--- src/rtl/matmul_seq_pkg.sv ---
// ---------------------------------------------------------------------------
// matmul_seq_pkg
// Shared types and helpers for the systolic matrix-multiply sequencer.
//   seq_state_t   : sequencer FSM state encoding
//   stream_cycles : number of cycles the array enable stays high for a
//                   DIM x DIM multiply (operand skew plus propagation)
// ---------------------------------------------------------------------------
package matmul_seq_pkg;

    typedef enum logic [2:0] {
        IDLE   = 3'd0,
        CLEAR  = 3'd1,
        STREAM = 3'd2,
        READ   = 3'd3,
        DONE   = 3'd4
    } seq_state_t;

    // DIM operand rows enter with up to DIM-1 cycles of skew, and the last
    // product then needs DIM-1 more cycles to ripple to the far corner PE.
    function automatic int stream_cycles(input int dim);
        return 3 * dim - 2;
    endfunction

endpackage

--- src/rtl/matmul_seq_counter.sv ---
// ---------------------------------------------------------------------------
// matmul_seq_counter
// Loadable up-counter shared by the STREAM and READ phases of the sequencer.
// Ports:
//   clk, rst_n : clock, asynchronous active-low reset
//   clr        : load the counter with zero (wins over inc)
//   inc        : increment by one
//   tc_val     : terminal-count value to compare the current count against
//   cnt_next   : value the counter will hold after the next clock edge
//   tc         : current count equals tc_val
// ---------------------------------------------------------------------------
module matmul_seq_counter #(
    parameter int W = 5
) (
    input  logic         clk,
    input  logic         rst_n,
    input  logic         clr,
    input  logic         inc,
    input  logic [W-1:0] tc_val,
    output logic [W-1:0] cnt_next,
    output logic         tc
);

    logic [W-1:0] cnt_q;
    logic [W-1:0] cnt_d;

    always_comb begin
        cnt_d = cnt_q;
        if (clr) begin
            cnt_d = '0;
        end else if (inc) begin
            cnt_d = cnt_q + W'(1);
        end
    end

    always_ff @(posedge clk or negedge rst_n) begin
        if (!rst_n) begin
            cnt_q <= '0;
        end else begin
            cnt_q <= cnt_d;
        end
    end

    // The look-ahead value lets the owner register outputs that line up
    // with the count rather than lagging it by a cycle.
    assign cnt_next = cnt_d;
    assign tc       = (cnt_q == tc_val);

endmodule

--- src/rtl/matmul_seq.sv ---
// ---------------------------------------------------------------------------
// matmul_seq
// Sequencer for one DIM x DIM systolic matrix multiply: clears the PE
// accumulators, streams DIM operand rows while holding the array enable for
// the full skew-plus-propagation window, reads DIM result rows, pulses done.
// Ports:
//   clk, rst_n : clock, asynchronous active-low reset
//   start      : begin an operation (only looked at in IDLE)
//   abort      : synchronous cancel back to IDLE
//   busy       : high whenever not IDLE
//   done       : one-cycle completion pulse
//   clr        : one-cycle accumulator clear / feeder restart
//   en         : feeder and PE array enable
//   op_rd      : operand-row read strobe, op_row its index
//   c_rd       : result-row read strobe, c_row its index
// All outputs are registered.
// ---------------------------------------------------------------------------
module matmul_seq
    import matmul_seq_pkg::*;
#(
    parameter int DIM        = 8,
    parameter int STREAM_CYC = stream_cycles(DIM),
    parameter int CNT_W      = $clog2(3 * DIM)
) (
    input  logic                   clk,
    input  logic                   rst_n,
    input  logic                   start,
    input  logic                   abort,
    output logic                   busy,
    output logic                   done,
    output logic                   clr,
    output logic                   en,
    output logic                   op_rd,
    output logic [$clog2(DIM)-1:0] op_row,
    output logic                   c_rd,
    output logic [$clog2(DIM)-1:0] c_row
);

    localparam int ROW_W = $clog2(DIM);

    localparam logic [CNT_W-1:0] STREAM_LAST = CNT_W'(STREAM_CYC - 1);
    localparam logic [CNT_W-1:0] READ_LAST   = CNT_W'(DIM - 1);
    localparam logic [CNT_W-1:0] DIM_CNT     = CNT_W'(DIM);

    seq_state_t state_q, state_d;

    logic             cnt_clr;
    logic             cnt_inc;
    logic [CNT_W-1:0] cnt_tc_val;
    logic [CNT_W-1:0] cnt_next;
    logic             cnt_tc;

    logic             busy_q,   busy_d;
    logic             done_q,   done_d;
    logic             clr_q,    clr_d;
    logic             en_q,     en_d;
    logic             op_rd_q,  op_rd_d;
    logic [ROW_W-1:0] op_row_q, op_row_d;
    logic             c_rd_q,   c_rd_d;
    logic [ROW_W-1:0] c_row_q,  c_row_d;

    // One counter serves both timed phases; only the terminal value changes.
    assign cnt_tc_val = (state_q == READ) ? READ_LAST : STREAM_LAST;

    matmul_seq_counter #(
        .W (CNT_W)
    ) u_counter (
        .clk      (clk),
        .rst_n    (rst_n),
        .clr      (cnt_clr),
        .inc      (cnt_inc),
        .tc_val   (cnt_tc_val),
        .cnt_next (cnt_next),
        .tc       (cnt_tc)
    );

    // Next-state and counter control. Abort outranks everything outside
    // IDLE; in IDLE it merely suppresses a simultaneous start.
    always_comb begin
        state_d = state_q;
        cnt_clr = 1'b0;
        cnt_inc = 1'b0;

        if (abort && (state_q != IDLE)) begin
            state_d = IDLE;
            cnt_clr = 1'b1;
        end else begin
            case (state_q)
                IDLE: begin
                    if (start && !abort) begin
                        state_d = CLEAR;
                        cnt_clr = 1'b1;
                    end
                end
                CLEAR: begin
                    state_d = STREAM;
                    cnt_clr = 1'b1;
                end
                STREAM: begin
                    if (cnt_tc) begin
                        state_d = READ;
                        cnt_clr = 1'b1;
                    end else begin
                        cnt_inc = 1'b1;
                    end
                end
                READ: begin
                    if (cnt_tc) begin
                        state_d = DONE;
                        cnt_clr = 1'b1;
                    end else begin
                        cnt_inc = 1'b1;
                    end
                end
                DONE: begin
                    state_d = IDLE;
                end
                default: begin
                    state_d = IDLE;
                    cnt_clr = 1'b1;
                end
            endcase
        end
    end

    // Outputs are decoded from the upcoming state and count so that, once
    // registered, they line up exactly with the state they describe.
    always_comb begin
        busy_d   = (state_d != IDLE);
        done_d   = (state_d == DONE);
        clr_d    = (state_d == CLEAR);
        en_d     = (state_d == STREAM);
        op_rd_d  = (state_d == STREAM) && (cnt_next < DIM_CNT);
        op_row_d = '0;
        c_rd_d   = (state_d == READ);
        c_row_d  = '0;

        if (op_rd_d) begin
            op_row_d = cnt_next[ROW_W-1:0];
        end
        if (c_rd_d) begin
            c_row_d = cnt_next[ROW_W-1:0];
        end
    end

    always_ff @(posedge clk or negedge rst_n) begin
        if (!rst_n) begin
            state_q  <= IDLE;
            busy_q   <= 1'b0;
            done_q   <= 1'b0;
            clr_q    <= 1'b0;
            en_q     <= 1'b0;
            op_rd_q  <= 1'b0;
            op_row_q <= '0;
            c_rd_q   <= 1'b0;
            c_row_q  <= '0;
        end else begin
            state_q  <= state_d;
            busy_q   <= busy_d;
            done_q   <= done_d;
            clr_q    <= clr_d;
            en_q     <= en_d;
            op_rd_q  <= op_rd_d;
            op_row_q <= op_row_d;
            c_rd_q   <= c_rd_d;
            c_row_q  <= c_row_d;
        end
    end

    assign busy   = busy_q;
    assign done   = done_q;
    assign clr    = clr_q;
    assign en     = en_q;
    assign op_rd  = op_rd_q;
    assign op_row = op_row_q;
    assign c_rd   = c_rd_q;
    assign c_row  = c_row_q;

endmodule

--- config.mk ---
export PLATFORM = sky130hd
export DESIGN_NAME = matmul_seq
export DESIGN_NICKNAME = d
export VERILOG_FILES = /design/src/rtl/matmul_seq_pkg.sv /design/src/rtl/matmul_seq_counter.sv /design/src/rtl/matmul_seq.sv
export SDC_FILE = /design/constraint.sdc
export NUM_CORES = 1
export LEC_CHECK = 0
export BUFFER_PORTS_ARGS = -buffer_cell sky130_fd_sc_hd__buf_4
export CORE_MARGIN = 3
export CORE_UTILIZATION = 50
export DETAILED_ROUTE_END_ITERATION = 6
export GPL_ROUTABILITY_DRIVEN = 0
export PLACE_DENSITY = 0.72
export SLEW_MARGIN = 20
export SYNTH_ARGS = -nofsm -noshare
export SYNTH_HDL_FRONTEND = slang
export SYNTH_SLANG_ARGS = --single-unit
--- constraint.sdc ---
create_clock -name clk -period 3.4 [get_ports clk]
set_input_delay 0 -clock clk [delete_from_list [all_inputs] [get_ports clk]]
set_output_delay 0 -clock clk [all_outputs]
set_load 0.05 [all_outputs]
==> run summary, run 1 <==
Post-DP HPWL = 1.45 mm
Antenna fix cells = 0
Layout cells sized above 1 = 0.265
Post-synth EDFFs = 0
Library cells used by synthesis = 46
Post-synth top cells = dfrtp_1 (20), nor2_1 (10), inv_1 (7), nor4_1 (7)
Wirelength per Cell = 15.9 µm
Routed wire length = 2.20 mm
Final setup margin = 1.43 ns
Crit path max-delay family = compound AO/OA/AOI/OAI gates
Worst rel slew slack = 0.435
Final Slew Violations = 0
Routed Antenna Nets = 0
Row cnt = 15
Slowest CP cell = a311oi_1
DR DRC count = 0
First-pass GRT wire length = 3.96 mm
Max cap viols = 0
Layout area overhead = 17.3%
CP cell instances = nor3b_2 > a311oi_1 > a2111oi_1 > a211oi_1
Core box area = 0.00184 mm²
TritonCTS clock tree = done
Pre-CTS setup slack = 1.47 ns
Hold Vio Cnt, Final = 0
Clock Skews = 0.00653 ns
Worst-Skew Late Latency = 0.30 ns
Measured slew at the worst slew-check pin = 0.841 ns
CTS Buf Count = 3
Endpoints failing setup = 0
Share of Yosys cell area claimed by the top area cell type = 0.487
Largest net degree at the start of global routing = 21
DR vias = 818
Share of synthesized registers carrying an async set or reset = 1.00
Crit share post-route = 0.580
Slowest cell delay on critical path = 0.72 ns
CTS Buffer Depth = 2
Top cells by area, synth = dfrtp_1 (49%), nor4_1 (4.3%), nor2_1 (3.6%)
# clock sinks = 20
Commonest register cell after synthesis = dfrtp_1
H-tree levels = 1
Root buf cell = clkbuf_4
Synth Warn # = 0
GRT Total Usage = 0.194
Number of vias per cell = 5.93
Port Buf Inserts = 15
CP endpoint kind = register
WP data required = 3.61 ns
Syn nets = 101
Initial detailed-routing violation count = 45
Fin Setup TNS = 0 ns
Die extent in y = 51.4 µm
Count leader, synth = dfrtp_1
Total power = 0.540 mW
Die Wd = 51.4 µm
# nets final = 119
Fin Hold WS = 0.106 ns
RSZ-0062 raised after global routing = false
Post-Syn Area = 0.00103 mm²
Mapped Avg Cell Area = 10.7 µm²
Crit-path max FO = 10
Yosys reg bits = 20
Starting density of the core = 0.559
DRT Pass-1 Iters = 4
Clk slew on worst S/H paths = 0.12 ns
Sequential share of the synthesized area = 0.487
Startpoint Class = register
VDD IR max = 343 µV
Critical path type = register to register
Leading area contributor after synthesis = dfrtp_1
Remaining global-route overflow = 0
Setup repair bufs after CTS = 0
Leak Pwr = 0.585 nW
Highest clock rate = 0.507 GHz
Initial antenna violation count = 0
Vias in the first global route = 847
I/O pin count = 16
Status = completed
Final min period = 1.97 ns
Crit path buf inv count = 0
Type of the tightest min-delay check = input port to asynchronous set/reset pin
Post-Synthesis Cells = 96
Die area = 0.00264 mm²
Arrival time worst endpoint = 2.18 ns
PwrDens = 448 mW/mm²
==> per-stage QoR <==
step,instance area (µm²),std cells,utilization
floorplan,1030,96,-
global placement,1120,131,0.611
detailed placement,1120,131,0.611
CTS,1210,138,0.656
global route,1210,138,0.656
finish,1210,138,0.656
==> sequential cells by signal, summed over array words and instances (netlist names) <==
signal and count:
state_q 3, op_row 3, busy 1, c_row 3, c_rd 1, u_counter.cnt_q 5
done 1, op_rd 1, en 1, clr 1
==> worst register-to-register path: cells and delay by family (launching register included) <==
family / cells / cell delay [ns]
and+or+nand+nor: 1 / 0.26
AOI/OAI and AO/OA: 3 / 1.11
DFF: 1 / 0.52
==> per-layer routing <==
metal  global-route usage  share of wire
met1                0.255           0.46
met2                0.320           0.47
met3               0.0292          0.058
met4               0.0742          0.021
met5                    0              0
==> logic make-up after synthesis <==
kind of cell / synth area share
and+or+nand+nor: 0.258
AOI/OAI and AO/OA: 0.154
DFF: 0.487
buffers and inverters: 0.0803
xor gates and xnor gates: 0.00852
adders and majority gates: 0.0122
==> power breakdown <==
part           internal [mW]  switching, mW  total (mW)
Clock                  0.119         0.0722       0.191
Combinational         0.0316         0.0559      0.0875
Sequential             0.247         0.0140       0.261
==> path summary, 6_finish.rpt <==
path / startpoint / endpoint / slack [ns] / cells past startpoint
max in group asynchronous: rst_n / u_counter.cnt_q[3] / 3.09 / 2
hold / removal: rst_n / en / 0.11 / 2
setup reg to reg: state_q[1] / op_rd / 1.43 / 4
setup / recovery: state_q[1] / op_rd / 1.43 / 4
hold reg to reg: state_q[2] / done / 0.70 / 1
min in group clk: start / busy / 0.49 / 3
==> placed cells by master, fill, tap and decap left out, drive strengths merged <==
cell type	Yosys	routed
and3b	2	2
nand2	1	1
a21o	1	1
a211oi	1	1
a221oi	1	1
a21oi	2	2
a21boi	2	2
a311oi	2	2
o311ai	1	1
or3b	1	1
ha	1	1
o311a	1	1
xor2	1	1
nor4b	1	1
o21ai	2	2
o21a	2	2
nand4	1	1
clkbuf	1	3
and3	2	2
a211o	1	1
o2111a	1	1
or2b	1	1
inv	7	7
nand3	2	2
nor2	10	10
or2	1	1
nor4	7	7
a31oi	1	1
buf	4	16
nand4b	1	1
o31a	1	1
or4	1	1
a2111oi	1	1
nand3b	1	1
bufinv	0	1
nor3b	4	4
dfrtp	20	20
dlygate4sd3	0	3
and2	2	2
nand2b	3	3
==> cell type report <==
cell class / count / area, µm²
fillers: 152 / 633
flip-flops and latches: 20 / 500
multi-input cells: 63 / 445
repair buffers: 19 / 150
well taps: 25 / 31.3
clock inverters: 1 / 30.0
inverters: 7 / 26.3
clock buffers: 3 / 22.5
==> what timing repair did <==
| item | CTS | global route |
|---|---|---|
| hold buffers | 3 | 0 |
| hold endpoints to repair | 25 | 0 |
| gates resized for setup | 0 | 0 |
Power figures use the tool's default switching activity.
==> run 2, diff against run 1 <==
Clock period 3.4 ns to 2 ns, I/O delays scaled along.
==> run 2 against run 1 <==
Against the previous run:
- non-clock buffer count grew 3
- via count grew 1.3%
- combinational power grew 81%
- power grew 73%
- critical path type unchanged
- highest routed layer unchanged
==> run summary, run 2 (synthesis results as in run 1) <==
Status = completed
GRT Total Usage = 0.212
Wirelength per Cell = 16.1 µm
Max reg flops = 5
Endpoints failing setup = 0
Core box area = 0.00184 mm²
Reg2reg start = state_q[2]
Met1 global-route usage = 0.264
Met3 Usage GRT = 0.0554
Commonest non-fill, non-tap cell in the layout = buf_4
CTS Buf Count = 3
Most frequent cells in the layout = buf_4 (19), dfrtp_1 (18), nor2_1 (10)
DR DRC count = 0
Vias in the first global route = 816
PwrDens = 751 mW/mm²
Number of vias per cell = 5.88
Die extent in y = 51.4 µm
Arrival time worst endpoint = 2.06 ns
Pre-CTS setup slack = 0.0970 ns
DR vias = 829
Final setup margin = 0.148 ns
Type of the tightest min-delay check = input port to asynchronous set/reset pin
Worst rel slew slack = 0.605
Dpl cells = 134
CP Launch Point = state_q[2]
Initial antenna violation count = 0
Root buf cell = clkbuf_4
Startpoint Class = register
Row cnt = 15
Die Wd = 51.4 µm
Largest reg by FF count = u_counter.cnt_q
Slowest cell delay on critical path = 0.51 ns
Clk slew on worst S/H paths = 0.12 ns
# nets final = 122
VDD IR max = 600 µV
Routed Antenna Nets = 0
Layout cells sized above 1 = 0.310
Clock Skews = 0.00556 ns
Crit-path max FO = 11
Design Area, Final = 0.00124 mm²
H-tree levels = 1
Crit path max-delay family = simple AND/OR/NAND/NOR gates
Starting density of the core = 0.559
Crit path buf inv count = 0
Slowest CP cell = dfrtp_2
Fin Setup TNS = 0 ns
Post-DP HPWL = 1.56 mm
Largest net degree at the start of global routing = 21
Highest clock rate = 0.540 GHz
GR peak layer = met2
Leak Pwr = 0.597 nW
Placed Area = 0.00115 mm²
Antenna fix cells = 0
Measured slew at the worst slew-check pin = 0.586 ns
Initial detailed-routing violation count = 26
CP cell instances = nand2b_4 > or4_1 > a211o_1 > nor4_2
# clock sinks = 20
CP endpoint kind = register
TritonCTS clock tree = done
DRT Pass-1 Iters = 6
Final Slew Violations = 0
Remaining global-route overflow = 0
Non-filler cells in the finished layout = 141
Final min period = 1.85 ns
Worst-Skew Late Latency = 0.31 ns
Max cap viols = 0
First-pass GRT wire length = 4.01 mm
I/O pin count = 16
Hold Vio Cnt, Final = 0
Layout area overhead = 20.9%
Routed wire length = 2.28 mm
RSZ-0062 raised after global routing = false
Critical path type = register to register
Die area = 0.00264 mm²
Met2 Track Usage GR = 0.339
WP data required = 2.21 ns
Crit share post-route = 0.926
CTS Buffer Depth = 2
Port Buf Inserts = 15
run 2: final timing paths:
kind | endpoint | slack [ns] | depth (start not counted)
worst max-delay path | op_row[0] | 0.15 | 4
worst min-delay path | busy | 0.09 | 2
worst max register to register | op_row[0] | 0.15 | 4
worst min register to register | state_q[2] | 0.62 | 1
max in group asynchronous | state_q[1] | 1.68 | 2
min in group clk | busy | 0.46 | 3
run 2: cell type report:
type	count	area (µm²)
inverters	7	26.3
clock buffers	3	22.5
flip-flops and latches	20	503
well taps	25	31.3
clock inverters	1	30.0
multi-input cells	63	458
fillers	163	596
repair buffers	22	173
run 2: layer usage:
metal  part of all wire  vias up
met5                  0        -
met4              0.018        0
met3              0.059        4
met2               0.49       30
met1               0.44      404
li1                   -      391
run 2: stage by stage:
| stage | utilization | hold WS, ns | total power [mW] |
|---|---|---|---|
| after detailed placement | 0.623 | -0.104 | 0.600 |
| after floorplan | - | -0.296 | 0.551 |
| final | 0.676 | 0.0918 | 0.934 |
| after CTS | 0.668 | 0.0918 | 0.940 |
| after global routing | 0.676 | 0.0915 | 0.982 |
| after global placement | 0.623 | -0.112 | 0.598 |
run 2: timing repair:
action / 4_1_cts / 5_1_grt
endpoints found under the hold margin: 25 / 0
setup endpoints to repair: 0 / 3
gates resized for setup: 0 / 4
buffers inserted: 0 / 0
hold buffers: 3 / 0
run 2: where the power goes:
group,internal (mW),leakage (nW),total (mW),switching [mW]
combinational,0.0595,0.298,0.158,0.0982
sequential,0.421,0.271,0.443,0.0223
clock,0.203,0.0279,0.333,0.130
